**config.mk**
```make
export PLATFORM = sky130hd
export DESIGN_NAME = l2_arbiter
export DESIGN_NICKNAME = d
export VERILOG_FILES = /design/src/rtl/l2_arbiter.sv
export SDC_FILE = /design/constraint.sdc
export NUM_CORES = 1
export LEC_CHECK = 0
export BUFFER_PORTS_ARGS = -buffer_cell sky130_fd_sc_hd__buf_2
export CORE_AREA = 8 8 331 333
export DETAILED_ROUTE_END_ITERATION = 8
export DIE_AREA = 0 0 339 341
export PLACE_DENSITY_LB_ADDON = 0.1
export RECOVER_POWER = 50
export SETUP_SLACK_MARGIN = 0.05
export SLEW_MARGIN = 20
export SYNTH_ARGS = -nofsm -noshare
export SYNTH_HDL_FRONTEND = slang
export SYNTH_SLANG_ARGS = --single-unit
```
**constraint.sdc**
```tcl
create_clock -name clk -period 5.92 [get_ports clk]
set_input_delay 1.184 -clock clk [delete_from_list [all_inputs] [get_ports clk]]
set_output_delay 1.184 -clock clk [all_outputs]
set_load 0.01 [all_outputs]
```
**src/rtl/l2_arbiter.sv**
```systemverilog
// Round-robin arbiter sharing the unified L2 cache port between the L1 I-cache and D-cache.
// One requester is granted at a time; the L2 response is routed back to it alone.
module l2_arbiter #(
  parameter int ADDR_W = 16,
  parameter int LINE_W = 128,
  parameter int CNT_W  = 16
) (
  input  logic              clk,
  input  logic              reset_n,
  input  logic              i_read,
  input  logic              i_write,
  input  logic [ADDR_W-1:0] i_address,
  input  logic [LINE_W-1:0] i_wdata,
  output logic              i_resp,
  output logic [LINE_W-1:0] i_rdata,
  input  logic              d_read,
  input  logic              d_write,
  input  logic [ADDR_W-1:0] d_address,
  input  logic [LINE_W-1:0] d_wdata,
  output logic              d_resp,
  output logic [LINE_W-1:0] d_rdata,
  output logic              l2_read,
  output logic              l2_write,
  output logic [ADDR_W-1:0] l2_address,
  output logic [LINE_W-1:0] l2_wdata,
  input  logic              l2_resp,
  input  logic [LINE_W-1:0] l2_rdata,
  output logic [CNT_W-1:0]  i_grant_cnt,
  output logic [CNT_W-1:0]  d_grant_cnt
);

  typedef enum logic [1:0] {
    IDLE    = 2'b00,
    GRANT_I = 2'b01,
    GRANT_D = 2'b10
  } state_t;

  localparam logic             RR_I    = 1'b0;
  localparam logic             RR_D    = 1'b1;
  localparam logic [CNT_W-1:0] CNT_MAX = {CNT_W{1'b1}};
  localparam logic [CNT_W-1:0] CNT_ONE = {{(CNT_W-1){1'b0}}, 1'b1};

  state_t           state_r;
  state_t           state_nxt_s;
  logic             rr_last_r;
  logic             rr_last_nxt_s;
  logic             i_req_s;
  logic             d_req_s;
  logic             i_enter_s;
  logic             d_enter_s;
  logic [CNT_W-1:0] i_cnt_r;
  logic [CNT_W-1:0] d_cnt_r;

  // Saturating increment: holds at all-ones instead of wrapping.
  function automatic logic [CNT_W-1:0] sat_inc(input logic [CNT_W-1:0] value, input logic enable);
    if (enable && (value != CNT_MAX)) begin
      return value + CNT_ONE;
    end else begin
      return value;
    end
  endfunction

  assign i_req_s = i_read | i_write;
  assign d_req_s = d_read | d_write;

  // State register and round-robin pointer
  always_ff @(posedge clk or negedge reset_n) begin
    if (!reset_n) begin
      state_r   <= IDLE;
      rr_last_r <= RR_I;
    end else begin
      state_r   <= state_nxt_s;
      rr_last_r <= rr_last_nxt_s;
    end
  end

  // Next-state and port steering; the granted port owns the L2 port until l2_resp
  always_comb begin
    state_nxt_s   = state_r;
    rr_last_nxt_s = rr_last_r;
    l2_read       = 1'b0;
    l2_write      = 1'b0;
    l2_address    = {ADDR_W{1'b0}};
    l2_wdata      = {LINE_W{1'b0}};
    i_resp        = 1'b0;
    i_rdata       = {LINE_W{1'b0}};
    d_resp        = 1'b0;
    d_rdata       = {LINE_W{1'b0}};
    case (state_r)
      IDLE: begin
        if (i_req_s && d_req_s) begin
          if (rr_last_r == RR_I) begin
            state_nxt_s = GRANT_D;
          end else begin
            state_nxt_s = GRANT_I;
          end
        end else if (d_req_s) begin
          state_nxt_s = GRANT_D;
        end else if (i_req_s) begin
          state_nxt_s = GRANT_I;
        end else begin
          state_nxt_s = IDLE;
        end
      end
      GRANT_I: begin
        l2_read    = i_read;
        l2_write   = i_write;
        l2_address = i_address;
        l2_wdata   = i_wdata;
        i_resp     = l2_resp;
        i_rdata    = l2_rdata;
        if (l2_resp) begin
          rr_last_nxt_s = RR_I;
          if (d_req_s) begin
            state_nxt_s = GRANT_D;
          end else begin
            state_nxt_s = IDLE;
          end
        end else begin
          state_nxt_s = GRANT_I;
        end
      end
      GRANT_D: begin
        l2_read    = d_read;
        l2_write   = d_write;
        l2_address = d_address;
        l2_wdata   = d_wdata;
        d_resp     = l2_resp;
        d_rdata    = l2_rdata;
        if (l2_resp) begin
          rr_last_nxt_s = RR_D;
          if (i_req_s) begin
            state_nxt_s = GRANT_I;
          end else begin
            state_nxt_s = IDLE;
          end
        end else begin
          state_nxt_s = GRANT_D;
        end
      end
      default: begin
        state_nxt_s = IDLE;
      end
    endcase
  end

  // A grant is counted on entry, which includes back-to-back handoff entries
  assign i_enter_s = (state_nxt_s == GRANT_I) && (state_r != GRANT_I);
  assign d_enter_s = (state_nxt_s == GRANT_D) && (state_r != GRANT_D);

  // Saturating grant counters
  always_ff @(posedge clk or negedge reset_n) begin
    if (!reset_n) begin
      i_cnt_r <= {CNT_W{1'b0}};
      d_cnt_r <= {CNT_W{1'b0}};
    end else begin
      i_cnt_r <= sat_inc(i_cnt_r, i_enter_s);
      d_cnt_r <= sat_inc(d_cnt_r, d_enter_s);
    end
  end

  assign i_grant_cnt = i_cnt_r;
  assign d_grant_cnt = d_cnt_r;

endmodule

```
# Word-level counts from Yosys, hierarchy flattened
# Index checks and enable logic that the tools add are counted.
dict set report classes {
  n_addsub 2
  eq_ne 10
  muxes 19
  bitwise_logic 2
  n_reduce_logical 8
}
# cell count
set ops {}
lappend ops {{$mux W128} 2}
lappend ops {{$pmux W128 S2} 1}
lappend ops {{$add A16 B1 Y16 const B} 2}
lappend ops {{$ne A16 B16 Y1 const B} 2}
lappend ops {{$pmux W16 S2} 1}
lappend ops {{$mux W2} 6}
lappend ops {{$ne A2 B2 Y1 const B} 3}
lappend ops {{$pmux W1 S2} 3}
lappend ops {{$pmux W2 S3} 1}
lappend ops {{$logic_and A1 B1 Y1} 5}
lappend ops {{$mux W1} 5}
lappend ops {{$eq A2 B1 Y1 const B} 2}
lappend ops {{$eq A2 B2 Y1 const B} 2}
lappend ops {{$reduce_and A3 Y1} 1}
lappend ops {{$logic_not A2 Y1} 1}
lappend ops {{$ne A2 B1 Y1 const B} 1}
lappend ops {{$or A1 B1 Y1} 2}
lappend ops {{$reduce_bool A2 Y1} 1}
dict set report word_totals {
  register_bits 35
  in_bits 423
  output_inout_bits 436
  wordCells 45
}

# Logic depth before layout (Yosys ltp)
dict set report logic_depth {
  word_depth 8
  mapped_depth 10
}

# Worst setup path before layout
# No wires, ideal clock.
dict set report synth_path {
  kind {flip-flop to output port}
  from {register state_r[1]}
  to {output port l2_wdata[103]}
  t_arrival_ps 1649
  required_time_ps 4736
  setup_slack_ps 3087
  path_stages_with_launch 8
  cell_sequence {dfrtp_1 > inv_1 > ha_1 > clkbuf_1 > clkbuf_1 > buf_1 > a22oi_1 > nor2b_1}
}
dict set report synth_via {
  elab_chain_len 2
  elab_cells_between_ends 3
}
# element line
set synth_lines {}
lappend synth_lines {{from (decl)} 43} ;# state_t state_r;
lappend synth_lines {{from (signal assigned)} 72} ;# state_r <= state_nxt_s;
lappend synth_lines {{$eq A2 B2 Y1 or $eq A2 B1 Y1 (tied branches)} 89} ;# case (state_r)
lappend synth_lines {{$pmux W128 S2 *} 89}
lappend synth_lines {{to (decl)} 25} ;# output logic [LINE_W-1:0] l2_wdata,
# Mark *: on every way between the ends. The rest lies on a longest branch, timed or not.

# Worst setup path in the final report
dict set report layout_path {
  from {register state_r[0]}
  to {output port l2_wdata[85]}
}
# The elaborated chain is that of the path after synthesis.

==> results_dict.tcl <==
set metrics [dict create \
    cts.hold.buffers_added 0 \
    netlist_top_cells_area "sky130_fd_sc_hd__and2_1 28%, sky130_fd_sc_hd__a22oi_1 19%, sky130_fd_sc_hd__nor2b_1 16%, sky130_fd_sc_hd__dfrtp_1 15%, sky130_fd_sc_hd__clkbuf_1 4.7%" \
    synthesis_to_layout_area_growth_pct 101 \
    setup_viol 0 \
    postRouteAntennaNets 0 \
    clock_period_minus_worst_slack_ns 4.70 \
    synth-edff-count 0 \
    die_area_sq_mm 0.116 \
    dieHeight_um 341 \
    layout_cell_share_with_drive_strength_beyond_1 0.469 \
    cts_root_buf "sky130_fd_sc_hd__clkbuf_16" \
    die-width_um 339 \
    cts_tree "built" \
    syn-num-nets 1228 \
    first_pass_grt_wire_length_mm 91.6 \
    design.core.area_sq_mm 0.104 \
    syn-cell-area_sq_mm 0.00580 \
    floorplan.io_pins 859 \
    setup_tns_after_final_layout_ns 0 \
    startpoint_type "flop" \
    unrepaired_setup_endpoints_after_global_routing "no" \
    highest_routed_layer "met5" \
    cts-resized-gates 0 \
    ys.warnings.count 0 \
    gp_congestion 0.902 \
    antenna_violations_before_repair 58 \
    worst_clock_skew_ns 0.00487 \
    synth_xor_xnor_area_share 0.0408 \
    timing.setup.critical_path_class "flop to primary output" \
    via_per_inst 3.16 \
    wl_per_cell_um 23.1 \
    start_util 0.0556 \
    synthesis.instances 798 \
    detail_route.first_pass.iterations 4 \
    worst-endpoint-arrival_ns 3.52 \
    clock_path_buffers 2 \
    final-instance-count-excl-fill 3004 \
    fmaxAchievable_ghz 0.213 \
    clock_insertion_delay_at_the_later_pin_of_the_skew_report_ns 0.28 \
    port-buffer-count 858 \
    postSynth.asyncResetShare 1.00 \
    cts.clk_slew.worst_paths_ns 0.06 \
    cts_htree_levels 2 \
    synth-main-ff-cell "sky130_fd_sc_hd__dfrtp_1" \
    dp_hpwl_mm 61.1 \
    ys_ff_latch 35 \
    worstPathMaxFanout 144 \
    fin_nets 2023 \
    place.detailed.instances 2977 \
    outcome "finished with violations" \
    synthesis.area_per_instance_sq_um 7.27 \
    grt_max_degree 144 \
    via_count_of_the_routed_design 9493 \
    detail_route.drc_violations 0 \
    tritoncts.num_buffers 5 \
    via_count_of_the_first_global_routing_pass 10110 \
    worst-endpoint-required_ns 4.74 \
    numClockSinks 35 \
    number_of_violations_of_the_max_capacitance_limit 1 \
    report.final.slew_viol_count 36 \
    routed_wl_mm 69.3 \
    final_min_period_over_clock_period 0.795 \
    timing.final.hold_violations 0 \
    violations "max-capacitance violations, max-slew violations" \
    finalCoreUtilization 0.112 \
    post_synth_num_cell_types 41 \
    power.density_cell_area_mw_per_mm2 393 \
    max_slew.worst_pin.slew_ns 2.19 \
    vdd.ir_drop.worst_mv 0.262 \
    met1Wirelength_mm 27.1 \
    route.met3.wl_mm 6.57 \
    holdCritPathClass "flop to flop" \
    synth_top_cell_by_area "sky130_fd_sc_hd__and2_1" \
    num_rows 119 \
    postCtsSetupRepairBufs 0 \
    yosys-mux-area-fraction 0.00776 \
    share_of_the_synthesized_area_in_compound_gates_ao_oa_aoi_oai 0.206 \
    p_leak_nw 5.54 \
    first_iter_violations 467 \
    slew_headroom -0.457 \
    synth_sequential_area_ratio 0.151 \
    end_kind "primary output" \
    grtUsageTotal 0.111 \
    adder_and_majority_cell_fraction_of_the_synthesized_area 0.0151 \
    netlist.area_leader.share 0.281 \
    grt_overflow 0 \
    synth_simple_gate_area_share 0.522 \
    detailroute.wirelength.met2_mm 34.9 \
    combinational_family_with_the_most_area_after_synthesis "simple AND/OR/NAND/NOR gates" \
]
cells in the final DEF, fill, tap and decap left out, drive strengths merged, types with 4 or more instances in the layout:
cell type / netlist / routed
mux2: 4 / 4
and3: 6 / 6
and4: 6 / 6
dfrtp: 35 / 35
nand3: 14 / 14
xor2: 15 / 15
ha: 7 / 7
nor3: 7 / 7
nand2: 13 / 13
and2: 261 / 261
inv: 4 / 4
nor4: 5 / 5
nor2b: 147 / 147
a22oi: 146 / 146
buf: 8 / 727
diode: 0 / 19
nor2: 8 / 8
clkbuf: 73 / 150
nand4: 7 / 7
xnor2: 12 / 12
flip-flops by register name (all words and copies together) (netlist names):
| register | cells |
|---|---|
| rr_last_r | 1 |
| i_grant_cnt | 16 |
| d_grant_cnt | 16 |
| state_r | 2 |
metrics by stage:
step / power [mW] / setup slack [ns] / instance area [sq um] / hold WS, ns
after global placement: 4.58 / 2.08 / 11700 / 0.481
after global routing: 5.02 / 0.962 / 11600 / 0.511
after detailed placement: 4.54 / 2.10 / 11700 / 0.483
final: 4.59 / 1.22 / 11700 / 0.502
after CTS: 4.85 / 1.79 / 11800 / 0.498
after floorplan: 2.47 / 3.09 / 5800 / 0.463
final timing paths:
path                                 from        endpoint  slack [ns]  cells after the start
max                            state_r[0]    l2_wdata[85]        1.22                      6
min                        d_grant_cnt[5]  d_grant_cnt[5]        0.50                      1
max reg2reg                    state_r[0]  i_grant_cnt[1]        1.68                      8
min reg2reg                d_grant_cnt[5]  d_grant_cnt[5]        0.50                      1
max in group asynchronous         reset_n  i_grant_cnt[6]        3.13                      1
min in group asynchronous         reset_n  d_grant_cnt[7]        1.55                      1
power by group:
group	switching, mW	internal (mW)	total (mW)
logic	2.50	1.45	3.96
clock network	0.103	0.179	0.282
registers	0.0631	0.286	0.349
Yosys cell counts, types with 3 or more instances:
| cell type | number |
|---|---|
| sky130_fd_sc_hd__and3_1 | 6 |
| sky130_fd_sc_hd__xnor2_1 | 12 |
| sky130_fd_sc_hd__and2_1 | 261 |
| sky130_fd_sc_hd__nor2_1 | 8 |
| sky130_fd_sc_hd__buf_1 | 5 |
| sky130_fd_sc_hd__nand3_1 | 14 |
| sky130_fd_sc_hd__and4_1 | 6 |
| sky130_fd_sc_hd__clkbuf_1 | 73 |
| sky130_fd_sc_hd__nor2b_1 | 147 |
| sky130_fd_sc_hd__mux2_2 | 3 |
| sky130_fd_sc_hd__ha_1 | 7 |
| sky130_fd_sc_hd__nand4_1 | 7 |
| sky130_fd_sc_hd__xor2_1 | 15 |
| sky130_fd_sc_hd__nor3_1 | 6 |
| sky130_fd_sc_hd__nand2_1 | 13 |
| sky130_fd_sc_hd__dfrtp_1 | 35 |
| sky130_fd_sc_hd__inv_1 | 4 |
| sky130_fd_sc_hd__a22oi_1 | 146 |
cell type report:
cell class / instances / area (sq um)
Inverter: 4 / 15.0
Sequential cell: 35 / 876
Clock buffer: 8 / 156
Timing Repair Buffer: 869 / 4230
Antenna cell: 19 / 47.5
Tap cell: 1391 / 1740
Fill cell: 12397 / 92700
Multi-Input combinational cell: 678 / 4610
routing by layer:
layer | track usage | vias to the layer above
met3 | 0.0442 | 79
met1 | 0.127 | 4529
li1 | - | 4334
met2 | 0.203 | 527
met5 | 0 | -
met4 | 0.00451 | 24
critical path, cell delays in order, from the launching register on:
cell	delay, ns
sky130_fd_sc_hd__dfrtp_1	0.44
sky130_fd_sc_hd__inv_1	0.15
sky130_fd_sc_hd__ha_1	1.15
sky130_fd_sc_hd__buf_12	0.39
sky130_fd_sc_hd__a22oi_1	0.31
sky130_fd_sc_hd__nor2b_1	0.23
sky130_fd_sc_hd__buf_2	0.17
logic make-up (layout without fill, tap and decap cells):
group / Yosys count / count (layout)
other: 0 / 19
DFF: 35 / 35
xor gates and xnor gates: 27 / 27
muxes: 4 / 4
and+or+nand+nor: 482 / 482
buffers and inverters: 85 / 881
AOI/OAI and AO/OA: 158 / 158
adders and majority gates: 7 / 7
Power figures use the tool's default switching activity.
